$ cat config.mk
export PLATFORM = sky130hd
export DESIGN_NAME = bus_arbiter_mux
export DESIGN_NICKNAME = d
export VERILOG_FILES = /design/src/rtl/bus_arbiter_mux.sv
export SDC_FILE = /design/constraint.sdc
export NUM_CORES = 1
export LEC_CHECK = 0
export ABC_AREA = 1
export ABC_CLOCK_PERIOD_IN_PS = 10600
export CAP_MARGIN = 15
export CELL_PAD_IN_SITES_DETAIL_PLACEMENT = 0
export CELL_PAD_IN_SITES_GLOBAL_PLACEMENT = 2
export CORE_AREA = 3 3 335 337
export DETAILED_ROUTE_END_ITERATION = 8
export DIE_AREA = 0 0 338 340
export MAX_ROUTING_LAYER = met4
export PLACE_DENSITY_LB_ADDON = 0.1
export SYNTH_ARGS = -nofsm -noshare
export SYNTH_HDL_FRONTEND = slang
export SYNTH_SLANG_ARGS = --single-unit
$ cat constraint.sdc
create_clock -name clk -period 10.6 [get_ports clk]
set_input_delay 2.12 -clock clk [delete_from_list [all_inputs] [get_ports clk]]
set_output_delay 2.12 -clock clk [all_outputs]
set_load 0.02 [all_outputs]
$ cat src/rtl/bus_arbiter_mux.sv
// Multi-source bus arbiter and data mux with fixed-priority or round-robin
// selection, grant locking via hold, and a saturating conflict counter.
module bus_arbiter_mux #(
  parameter int unsigned WIDTH = 32,
  parameter int unsigned N     = 24,
  parameter int unsigned MODE  = 0
) (
  input  logic               clk,
  input  logic               clr,
  input  logic [N-1:0]       req,
  input  logic [N*WIDTH-1:0] din,
  input  logic               hold,
  input  logic               cnt_clr,
  output logic [WIDTH-1:0]   bus_out,
  output logic [N-1:0]       grant,
  output logic [4:0]         grant_idx,
  output logic               bus_valid,
  output logic               conflict,
  output logic [7:0]         conflict_cnt
);

  logic [WIDTH-1:0] bus_q, bus_d;
  logic [N-1:0]     grant_q, grant_d;
  logic [4:0]       idx_q, idx_d;
  logic             valid_q, valid_d;
  logic             conflict_q, conflict_d;
  logic [7:0]       cnt_q, cnt_d;
  logic [4:0]       ptr_q, ptr_d;

  logic             req_at_idx;
  logic             locked;
  logic [N-1:0]     hi_mask;
  logic [N-1:0]     req_hi;
  logic [N-1:0]     sel;
  logic             found;
  logic [4:0]       win;
  logic [4:0]       src;
  logic [WIDTH-1:0] src_data;

  always_comb begin
    req_at_idx = 1'b0;
    for (int unsigned i = 0; i < N; i++) begin
      if (5'(i) == idx_q) req_at_idx = req[i];
    end
    locked = hold && valid_q && req_at_idx;

    // Round-robin: prefer requests at or above ptr, else wrap to the lowest request.
    for (int unsigned i = 0; i < N; i++) begin
      hi_mask[i] = (MODE == 1) ? (5'(i) >= ptr_q) : 1'b1;
    end
    req_hi = req & hi_mask;
    sel    = (|req_hi) ? req_hi : req;
    found  = |sel;

    win = '0;
    for (int unsigned i = N; i > 0; i--) begin
      if (sel[i-1]) win = 5'(i - 1);
    end

    src      = locked ? idx_q : win;
    src_data = '0;
    for (int unsigned i = 0; i < N; i++) begin
      if (5'(i) == src) src_data = din[i*WIDTH +: WIDTH];
    end

    grant_d    = grant_q;
    idx_d      = idx_q;
    valid_d    = valid_q;
    bus_d      = src_data;
    conflict_d = 1'b0;
    ptr_d      = ptr_q;

    if (!locked) begin
      if (found) begin
        for (int unsigned i = 0; i < N; i++) begin
          grant_d[i] = (5'(i) == win);
        end
        idx_d      = win;
        valid_d    = 1'b1;
        conflict_d = |(req & (req - N'(1)));
        if (MODE == 1) begin
          ptr_d = (win == 5'(N - 1)) ? '0 : win + 5'd1;
        end
      end else begin
        grant_d = '0;
        idx_d   = '0;
        valid_d = 1'b0;
        bus_d   = '0;
      end
    end

    if (MODE != 1) ptr_d = '0;

    cnt_d = cnt_q;
    if (cnt_clr) begin
      cnt_d = '0;
    end else if (conflict_d && cnt_q != 8'hFF) begin
      cnt_d = cnt_q + 8'd1;
    end
  end

  always_ff @(posedge clk or negedge clr) begin
    if (!clr) begin
      bus_q      <= '0;
      grant_q    <= '0;
      idx_q      <= '0;
      valid_q    <= 1'b0;
      conflict_q <= 1'b0;
      cnt_q      <= '0;
      ptr_q      <= '0;
    end else begin
      bus_q      <= bus_d;
      grant_q    <= grant_d;
      idx_q      <= idx_d;
      valid_q    <= valid_d;
      conflict_q <= conflict_d;
      cnt_q      <= cnt_d;
      ptr_q      <= ptr_d;
    end
  end

  assign bus_out      = bus_q;
  assign grant        = grant_q;
  assign grant_idx    = idx_q;
  assign bus_valid    = valid_q;
  assign conflict     = conflict_q;
  assign conflict_cnt = cnt_q;

endmodule
Word-level counts from Yosys, hierarchy flattened --
Cells that the tools add are included.
Word-level totals: register bits after elaboration 71, input bits 796, output and inout bits 71, word-level logic and storage cells 170
Cells by class: add/sub/neg operators 2, equal/unequal tests 70, mux-type cells 82, bitwise gates (word level) 1, reduce and logical (&&, ||, !) cells 9
Operators with widths (count):
- $mux W32 | 26
- $mux W5 | 26
- $eq A4 B5 Y1 const A | 24
- $eq A5 B5 Y1 const A | 24
- $eq A3 B5 Y1 const A | 12
- $reduce_or A24 Y1 | 2
- $eq A2 B5 Y1 const A | 6
- $mux W1 | 27
- $and A24 B24 Y24 | 1
- $mux W24 | 1
- $sub A24 B1 Y24 const B | 1
- $mux W8 | 2
- $eq A1 B5 Y1 const A | 3
- $logic_not A5 Y1 | 3
- $add A8 B1 Y8 const B | 1
- $ne A8 B8 Y1 const B | 1
- $logic_and A1 B1 Y1 | 3
- $reduce_bool A2 Y1 | 1

Logic depth before layout (Yosys ltp) --
Gate-level depths: netlist of run 1.
depth in word-level cells 54, depth in mapped cells 45, gate-level depth less buffers 43

Worst setup path before layout of run 1 --
Ideal clock, no wire load.
path kind input -> register, start point in req[3], end point reg bus_q[0] (netlist: bus_out[0]), library setup time 0.113 ns, arrival 4.926 ns, data required time 10.487 ns, setup slack 5.562 ns, cell stages on the path 28, buffers on the path 2, cells stage by stage nor2_1 -> inv_1 -> nor2_1 -> inv_1 -> nor2_1 -> inv_1 -> nor2_1 -> inv_1 -> nor2_1 -> nand2_2 -> o21ai_4 -> inv_2 -> buf_6 -> nand3_2 -> buf_2 -> nand2_1 -> o21bai_1 -> nand4_1 -> nor2_1 -> nand4_1 -> nand2_1 -> nand4_1 -> nor2_1 -> nand4_1 -> nor2_1 -> nand3_1 -> nand2_1 -> inv_1
Between the ends: word-level cells in the longest chain between the ends 50, elaborated cells between the ends (all ways) 78, classes of those cells eq/ne: 23; mux: 52; reduce/logical: 3
Ends and longest elaborated chain:
- start: declaration | line 10 | input logic [N-1:0] req,
- $mux W1 (21 in a row) | line 43 | if (5'(i) == idx_q) req_at_idx = req[i];
- $logic_and A1 B1 Y1 | line 45 | locked = hold && valid_q && req_at_idx;
- $mux W5 | line 60 | src = locked ? idx_q : win;
- $logic_not A5 Y1 | line 63 | if (5'(i) == src) src_data = din[i*WIDTH +: WIDTH];
- $mux W32 (24 in a row) | line 63
- $mux W32 | line 74 | if (found) begin
- $mux W32 * | line 73 | if (!locked) begin
- via bus_d[0] | line 22 | logic [WIDTH-1:0] bus_q, bus_d;
- end signal: assignment | line 112 | bus_q <= bus_d;
- end: declaration | line 22
Mark *: on every way through the listed nets, which the timed path passes. The rest lies on a longest branch. A chain may end at the register's enable or synchronous reset.

Worst setup path after layout of run 1 --
Same ends and word-level chain as after synthesis.

==> reports/metrics.yaml, run 1 <==
status: "complete, no violations"
worst-r2r-cell-count: 39
setup_tns_ns: 0
grt_usage_pct: 19.50
grt_start_max_net_pins: 65
yosysWarnings: 0
core_area_um2: 109200
final_cell_mix: "clkdlybuf4s50_1, nand2_1, inv_1"
critPathRequiredTime_ns: 10.87
synth_area_leaders: "nand2_1, dfrtp_1, nand4_1, inv_1, nor2_1"
timing.fmax_mhz: 133.5
skew_ns: 0.01001
drcViolationCount: 0
max-cap-violations: 0
num_vias: 16100
die-height_um: 340
synthesis.area_um2: 10200
fp.dieW_um: 338
ctsResizeCount: 0
finalHoldViolCount: 0
h-tree-depth: 3
p_leak_nw: 8.433
wirelength_um: 112900
dieArea_um2: 114900
area_growth_pct: 106.2
vias_per_cell: 3.726
dp_hpwl_um: 98690
final_common_cell: "clkdlybuf4s50_1"
max_slew_margin_pct: 28.60
hold_path_depth: 2
dr.pass1.iters: 8
cts_hold_buf: 0
clockRootBuffer: "clkbuf_16"
cts_sinks: 71
finalPower_mw: 1.745
drive_gt1_share_pct: 6.257
final_area_um2: 21030
fin_crit_sh_pct: 70.66
slew_violations: 0
cts_buffers: 9
cts_max_path_buffers: 2
num_io_pins: 867
crit_path_max_incr_delay_ns: 0.51
power-per-cell-area_nw_per_um2: 82.98
synth-edff-count: 0
rows: 121
critPathCaptureType: "flip-flop"
grt_pass1_vias: 17240
nNetsFinal: 3573
synth.distinct_cells: 45
synth_top_area_share_pct: 29.60
start_kind: "primary input"
synth_nets: 2751
clk_latency_ns: 0.37
antenna_found_initial: 71
crit_slowest_cell: "nor2_1"
synth_seq_cells: 71
critPathMostFrequentCell: "nor2_1"
rsz0062_at_grt: "false"
hold_class: "reg2reg"
place.gp.congestion: 0.9001
postRouteAntennaNets: 0
setup_viol: 0
tightest_slew_ns: 1.071
crit_fanout: 27
synth.avg_cell_area_um2: 5.219
placed_area_um2: 20580
drt_iter0_drc: 779
cts_setup_buffers: 0
cts_tree: "done"
synth_ff_type: "dfrtp_1"
ir_drop_uv: 65.72
initial_core_util_pct: 9.342
grt_pass1_wl_um: 148600
io_buffer_count: 866
postSynthCellCount: 1954
grt.overflow.total: 0
ys_async_sr_fraction_pct: 100.0
crit_type: "in2reg"
wl_per_cell_um: 26.13
synth_top_area_cell: "nand2_1"
synth-seq-area-share_pct: 17.42
clk_pin_slew_ns: 0.07
layout_min_cycle_time_ns: 7.490
cp.arrival_ns: 7.75
[final timing paths]
path / startpoint / end / slack (ns)
worst max-delay path: req[3] / bus_out[0]$_DFF_PN0_ / 3.11
worst min-delay path: grant[1]$_DFFE_PN0N_ / grant[1]$_DFFE_PN0N_ / 0.49
worst max register to register: grant_idx[0]$_DFFE_PN0N_ / bus_out[0]$_DFF_PN0_ / 4.65
worst min register to register: grant[1]$_DFFE_PN0N_ / grant[1]$_DFFE_PN0N_ / 0.49
max in group asynchronous: clr / grant[0]$_DFFE_PN0N_ / 7.75
min in group asynchronous: clr / bus_out[13]$_DFF_PN0_ / 1.57
[layout make-up]
cell class              count  area, µm²
clock inverters             7      61.31
well taps                1476       1847
clock buffers               9      225.2
inverters                 245      922.1
fillers                 12560      88130
multi-input cells        1555       7163
repair buffers            894       8876
flip-flops and latches     71       1777
diodes                     63      157.7
[stage by stage]
step	instances	utilization (%)	setup slack [ns]	hold slack (ns)
after global placement	4241	18.86	2.447	0.4861
after floorplan	1954	-	5.562	0.5876
final	4320	19.27	3.110	0.4909
after detailed placement	4241	18.86	2.446	0.4863
after CTS	4257	19.12	2.836	0.5043
after global routing	4317	19.26	2.520	0.5223
[flip-flops by register name, indices dropped and copies added, names as in the netlist]
signal / count
grant: 24
conflict: 1
bus_out: 32
grant_idx: 5
bus_valid: 1
conflict_cnt: 8
[synth_stat cells, drive strengths merged (2+ instances only)]
| cell | n |
|---|---|
| nand3 | 92 |
| nand4 | 145 |
| o21ai | 65 |
| dfrtp | 71 |
| clkbuf | 47 |
| o31ai | 8 |
| nor3 | 16 |
| or2 | 84 |
| buf | 36 |
| a31oi | 2 |
| inv | 244 |
| o211ai | 2 |
| o21bai | 7 |
| o22ai | 8 |
| nand2 | 822 |
| nor2 | 186 |
| a21oi | 106 |
| a31o | 2 |
[metal layers]
| layer | wire length, µm | global-route usage, % | vias to the layer above |
|---|---|---|---|
| li1 | - | - | 7950 |
| met1 | 45320 | 22.06 | 7554 |
| met2 | 57460 | 34.57 | 532 |
| met3 | 8320 | 5.443 | 59 |
| met4 | 1763 | 3.078 | 0 |
| met5 | 0 | - | - |
[power breakdown]
group          total (mW)  switching, mW  internal, mW
combinational        1.09          0.614         0.475
sequential          0.335         0.0193         0.316
clock               0.320          0.156         0.164
total                1.74          0.790         0.955
[kinds of logic after synthesis]
family                   count (synthesis)  synth area share [%]
flip-flops                              71                 17.42
buffers and inverters                  328                 13.06
adder cells (fa/ha/maj)                  1                0.1227
AO/OA/AOI/OAI                          205                 10.98
AND/OR/NAND/NOR                       1349                 58.42
[worst max-delay path, delay by kind of cell]
kind                   cells  cell delay [ns]
AO/OA/AOI/OAI              2             0.60
buffers and inverters      8             1.41
AND/OR/NAND/NOR           20             3.56
Note: power is estimated with default switching activity, not from simulation.
==> run 2, diff against run 1 <==
--- a/config.mk
+++ b/config.mk
@@ -6,13 +6,13 @@
 export NUM_CORES = 1
 export LEC_CHECK = 0
 export ABC_AREA = 1
-export ABC_CLOCK_PERIOD_IN_PS = 10600
+export ABC_CLOCK_PERIOD_IN_PS = 6800
 export CAP_MARGIN = 15
 export CELL_PAD_IN_SITES_DETAIL_PLACEMENT = 0
 export CELL_PAD_IN_SITES_GLOBAL_PLACEMENT = 2
-export CORE_AREA = 3 3 335 337
+export CORE_AREA = 3 3 333 335
 export DETAILED_ROUTE_END_ITERATION = 8
-export DIE_AREA = 0 0 338 340
+export DIE_AREA = 0 0 336 338
 export MAX_ROUTING_LAYER = met4
 export PLACE_DENSITY_LB_ADDON = 0.1
 export SYNTH_ARGS = -nofsm -noshare
==> constraint.sdc (replaced) <==
create_clock -name clk -period 6.8 [get_ports clk]
set_input_delay 1.36 -clock clk [delete_from_list [all_inputs] [get_ports clk]]
set_output_delay 1.36 -clock clk [all_outputs]
set_load 0.02 [all_outputs]
==> reports/metrics.yaml, run 2 (synthesis gave the netlist of run 1 again) <==
status: "complete, no violations"
grt_pass1_wl_um: 149400  # +0.49%
grt_usage_pct: 19.81  # +0.31 points
dp_hpwl_um: 99690  # +1.0%
grt_pass1_vias: 17570  # +1.9%
power-per-cell-area_nw_per_um2: 130.2  # +57%
rsz0062_at_grt: "false"
nNetsFinal: 3625  # +1.5%
tightest_slew_ns: 0.9969  # -0.07415 ns
drive_gt1_share_pct: 7.977  # +1.7 points
rows: 121  # unchanged
p_leak_nw: 8.705  # +3.2%
crit_path_start: "req[0]"
clockRootBuffer: "clkbuf_16"
antenna_found_initial: 49  # -31%
crit_path_max_incr_delay_ns: 0.53  # +0.02 ns
cts_max_path_buffers: 2  # unchanged
core_area_um2: 108400  # -0.69%
setup_tns_ns: 0  # unchanged
largest_reg_flops: 32  # unchanged
cts_hold_buf: 0  # unchanged
critPathRequiredTime_ns: 7.05  # -3.82 ns
skew_ns: 0.01804  # +0.008029 ns
postRouteAntennaNets: 0  # unchanged
wl_per_cell_um: 26.55  # +1.6%
finalHoldViolCount: 0  # unchanged
hp-start: "grant[3]$_DFFE_PN0N_"
drcViolationCount: 0  # unchanged
clk_pin_slew_ns: 0.07  # about the same
dieArea_um2: 113600  # -1.2%
hold_path_depth: 2  # unchanged
ir_drop_uv: 82.21  # +25%
cts_tree: "done"
rr_endpoint: "bus_out[7]$_DFF_PN0_"
fp.dieW_um: 336  # -0.59%
layout_min_cycle_time_ns: 5.969
finalPower_mw: 2.780  # +59%
cts_sinks: 71  # unchanged
critPathCaptureType: "flip-flop"
r2r-start: "grant_idx[1]$_DFFE_PN0N_"
dr.pass1.iters: 5  # -3
setup_viol: 0  # unchanged
worst-r2r-cell-count: 41  # +5.1%
num_vias: 16340  # +1.5%
fin_crit_sh_pct: 87.78
crit_slowest_cell: "clkdlybuf4s50_1"
crit_type: "in2reg"
die-height_um: 338  # -0.59%
wirelength_um: 113900  # +0.88%
clk_latency_ns: 0.37  # about the same
final_common_cell: "clkdlybuf4s50_1"
ctsResizeCount: 0  # unchanged
timing.fmax_mhz: 167.5
area_growth_pct: 109.4
grt.overflow.total: 0  # unchanged
fill_cells: 12510  # -0.39%
drt_iter0_drc: 825  # +5.9%
critPathMostFrequentCell: "nand2_1"
start_kind: "primary input"
place.gp.congestion: 0.8725  # -3.1%
r2r_slack_ns: 1.36  # -3.29 ns
final_cell_mix: "clkdlybuf4s50_1, nand2_1, inv_1"
io_buffer_count: 866  # unchanged
h-tree-depth: 3  # unchanged
hold-path-endpoint: "grant[3]$_DFFE_PN0N_"
cp.arrival_ns: 6.22  # -1.53 ns
vias_per_cell: 3.810  # +2.3%
crit_fanout: 14  # -48%
initial_core_util_pct: 9.407  # +0.065 points
grt_start_max_net_pins: 48  # -26%
cts_buffers: 9  # unchanged
max_slew_margin_pct: 33.47  # +4.9 points
max-cap-violations: 0  # unchanged
cts_setup_buffers: 0  # unchanged
num_io_pins: 867  # unchanged
hold_class: "reg2reg"
slew_violations: 0  # unchanged
[run 2: where the power goes]
part	leakage (nW)	internal, mW	total (mW)	switching, mW
registers	0.903	0.492	0.527	0.0351
clock network	0.136	0.256	0.507	0.251
logic	7.67	0.774	1.75	0.972
[run 2: critical path: cells and delay by family]
family	cells	cell delay (ns)
simple gates	35	3.53
compound gates	2	0.26
buf+inv	4	1.04
[run 2: final cells by class]
cell class                      instances  area (µm²)  area share [%]
Antenna cell                           41       102.6          0.4806
Clock buffer                            9       225.2           1.055
Clock inverter                          7       61.31          0.2872
Inverter                              245       922.1           4.319
Multi-Input combinational cell       1555        7163           33.55
Sequential cell                        71        1777           8.322
Tap cell                             1414        1769           8.287
Timing Repair Buffer                  946        9329           43.70
[run 2: layer usage]
layer  track usage (%)  vias to the layer above  share of wire, %
met1             22.98                     7702                42
met5                 -                        -                 0
met2             35.79                      557                52
met4             2.133                        0              0.87
li1                  -                     8022                 -
met3             4.574                       55               5.7
[run 2: worst max-delay path by stage]
stage	to	depth (start not counted)
6_report	bus_out[7]$_DFF_PN0_	41
5_1_grt	bus_out[7]$_DFF_PN0_	40
4_1_cts	bus_out[7]$_DFF_PN0_	41
3_5_place_dp	bus_out[7]$_DFF_PN0_	41
3_3_place_gp	bus_out[7]$_DFF_PN0_	41
2_1_floorplan	bus_out[0]$_DFF_PN0_	28
[run 2: stage by stage]
stage | std cells | setup WS, ns | hold WS, ns | instance area, µm² | utilization (%)
after detailed placement | 4231 | 0.3067 | 0.4721 | 20960 | 19.34
after floorplan | 1954 | 2.522 | 0.5876 | 10200 | -
after global routing | 4284 | 0.1254 | 0.5175 | 21340 | 19.69
after global placement | 4231 | 0.2458 | 0.4864 | 20960 | 19.34
after CTS | 4247 | 0.6823 | 0.4909 | 21250 | 19.60
final | 4288 | 0.8307 | 0.4842 | 21350 | 19.70
==> run 3, diff against run 2 <==
--- a/config.mk
+++ b/config.mk
@@ -15,6 +15,7 @@
 export DIE_AREA = 0 0 336 338
 export MAX_ROUTING_LAYER = met4
 export PLACE_DENSITY_LB_ADDON = 0.1
+export RECOVER_POWER = 25
 export SYNTH_ARGS = -nofsm -noshare
 export SYNTH_HDL_FRONTEND = slang
 export SYNTH_SLANG_ARGS = --single-unit
==> reports/metrics.yaml, run 3 (synthesis gave the netlist of run 1 again) <==
wl_per_cell_um: 26.55  # about the same
grt_pass1_wl_um: 149400  # unchanged
drive_gt1_share_pct: 7.907  # -0.071 points
postRouteAntennaNets: 0  # unchanged
vias_per_cell: 3.810  # about the same
cts_hold_buf: 0  # unchanged
grt.overflow.total: 0  # unchanged
hold_path_depth: 2  # unchanged
power-per-cell-area_nw_per_um2: 130.3  # about the same
p_int_mw: 1.522  # about the same
critPathRequiredTime_ns: 7.05  # about the same
clk_latency_ns: 0.37  # about the same
clk_pin_slew_ns: 0.07  # about the same
pwr-share-seq_pct: 19.0  # about the same
critPathMostFrequentCell: "nand2_1"
crit_slowest_cell: "clkdlybuf4s50_1"
cts_max_path_buffers: 2  # unchanged
grt_start_max_net_pins: 48  # unchanged
crit_fanout: 14  # unchanged
setup_tns_ns: 0  # unchanged
die-height_um: 338  # unchanged
layout_min_cycle_time_ns: 5.970  # +0.0006910 ns
final_area_um2: 21340  # about the same
max-cap-violations: 2  # +2
ctsResizeCount: 0  # unchanged
largest_reg_flops: 32  # unchanged
crit_path_max_incr_delay_ns: 0.53  # about the same
fin_crit_sh_pct: 87.79  # about the same
cts_setup_buffers: 0  # unchanged
num_vias: 16340  # +0.012%
grt_usage_pct: 19.81  # unchanged
rows: 121  # unchanged
p_comb_share_pct: 62.8  # about the same
final_cell_mix: "clkdlybuf4s50_1, nand2_1, inv_1"
status: "finished with violations"
clockRootBuffer: "clkbuf_16"
skew_ns: 0.01804  # +0.000002200 ns
nNetsFinal: 3625  # unchanged
finalPower_mw: 2.780  # about the same
rsz0062_at_grt: "false"
r2r_slack_ns: 1.35  # about the same
cts_buffers: 9  # unchanged
crit_type: "in2reg"
slew_violations: 74  # +74
r2r-start: "grant_idx[1]$_DFFE_PN0N_"
wirelength_um: 113900  # about the same
place.gp.congestion: 0.8725  # unchanged
p_sw_share_pct: 45.25  # about the same
worst-r2r-cell-count: 41  # unchanged
antenna_found_initial: 49  # unchanged
dp_hpwl_um: 99690  # unchanged
max_slew_margin_pct: -96.08  # -130 points
placed_area_um2: 20960  # unchanged
critPathCaptureType: "flip-flop"
hold_class: "reg2reg"
tightest_slew_ns: 2.941  # +1.944 ns
p_leak_nw: 8.698  # about the same
start_kind: "primary input"
fill_cells: 12520  # +0.032%
cts_tree: "done"
violations: "max-capacitance violations, max-slew violations"
worstSetupEndpoint: "bus_out[7]$_DFF_PN0_"
rr_endpoint: "bus_out[7]$_DFF_PN0_"
core_area_um2: 108400  # unchanged
drcViolationCount: 0  # unchanged
dieArea_um2: 113600  # unchanged
setup_viol: 0  # unchanged
p_clk_share_pct: 18.2  # about the same
io_buffer_count: 866  # unchanged
timing.fmax_mhz: 167.5  # about the same
h-tree-depth: 3  # unchanged
p_sw_mw: 1.258  # about the same
fp.dieW_um: 336  # unchanged
utilization_pct: 19.69  # about the same
initial_core_util_pct: 9.407  # unchanged
area_growth_pct: 109.3  # about the same
final_common_cell: "clkdlybuf4s50_1"
crit_path_start: "req[0]"
cts_sinks: 71  # unchanged
finalHoldViolCount: 0  # unchanged
ir_drop_uv: 82.21  # about the same
drt_iter0_drc: 825  # unchanged
cp.arrival_ns: 6.22  # about the same
dr.pass1.iters: 5  # unchanged
num_io_pins: 867  # unchanged
grt_pass1_vias: 17570  # unchanged
## run 3: metrics by stage
step                      cells  hold slack (ns)  setup slack, ns
after floorplan            1954           0.5876            2.522
after global routing       4284           0.5175           0.1254
after global placement     4231           0.4864           0.2458
final                      4288           0.4842           0.8301
after CTS                  4247           0.4909           0.6823
after detailed placement   4231           0.4721           0.3067
## run 3: worst min-delay path by stage
stage / from / endpoint / slack, ns
floorplan: conflict_cnt[7]$_DFFE_PN0P_ / conflict_cnt[7]$_DFFE_PN0P_ / 0.59
global placement: grant[1]$_DFFE_PN0N_ / grant[1]$_DFFE_PN0N_ / 0.49
detailed placement: grant[3]$_DFFE_PN0N_ / grant[3]$_DFFE_PN0N_ / 0.47
CTS: grant[3]$_DFFE_PN0N_ / grant[3]$_DFFE_PN0N_ / 0.49
global route: grant[18]$_DFFE_PN0N_ / grant[18]$_DFFE_PN0N_ / 0.52
finish: grant[3]$_DFFE_PN0N_ / grant[3]$_DFFE_PN0N_ / 0.48
## run 3: area by class of cell
cell class                 count  area, µm²  share of cell area, %
sequential                    71       1777                  8.325
timing repair buffer         946       9321                  43.68
clock inverter                 7      61.31                 0.2873
clock buffer                   9      225.2                  1.055
inverter                     245      922.1                  4.321
antenna                       41      102.6                 0.4807
multi-input combinational   1555       7163                  33.56
tap                         1414       1769                  8.290
## run 3: power groups by stage
stage / logic [mW] / clock network, mW / registers (mW)
2_1_floorplan: 0.515 / 0 / 0.618
3_3_place_gp: 1.82 / 0 / 0.535
3_5_place_dp: 1.81 / 0 / 0.534
4_1_cts: 1.82 / 0.530 / 0.528
5_1_grt: 1.91 / 0.545 / 0.535
6_report: 1.75 / 0.507 / 0.527
## run 3: worst max-delay path: cells and delay by family
family | cells | cell delay, ns
AO/OA/AOI/OAI | 2 | 0.26
buffers and inverters | 4 | 1.04
AND/OR/NAND/NOR | 35 | 3.53
## run 3: routing by layer
layer	vias to the layer above	part of all wire, %	GRT usage [%]
li1	8021	-	-
met1	7697	42	22.98
met2	565	52	35.79
met3	55	5.8	4.574
met4	0	0.87	2.133
met5	-	0	-
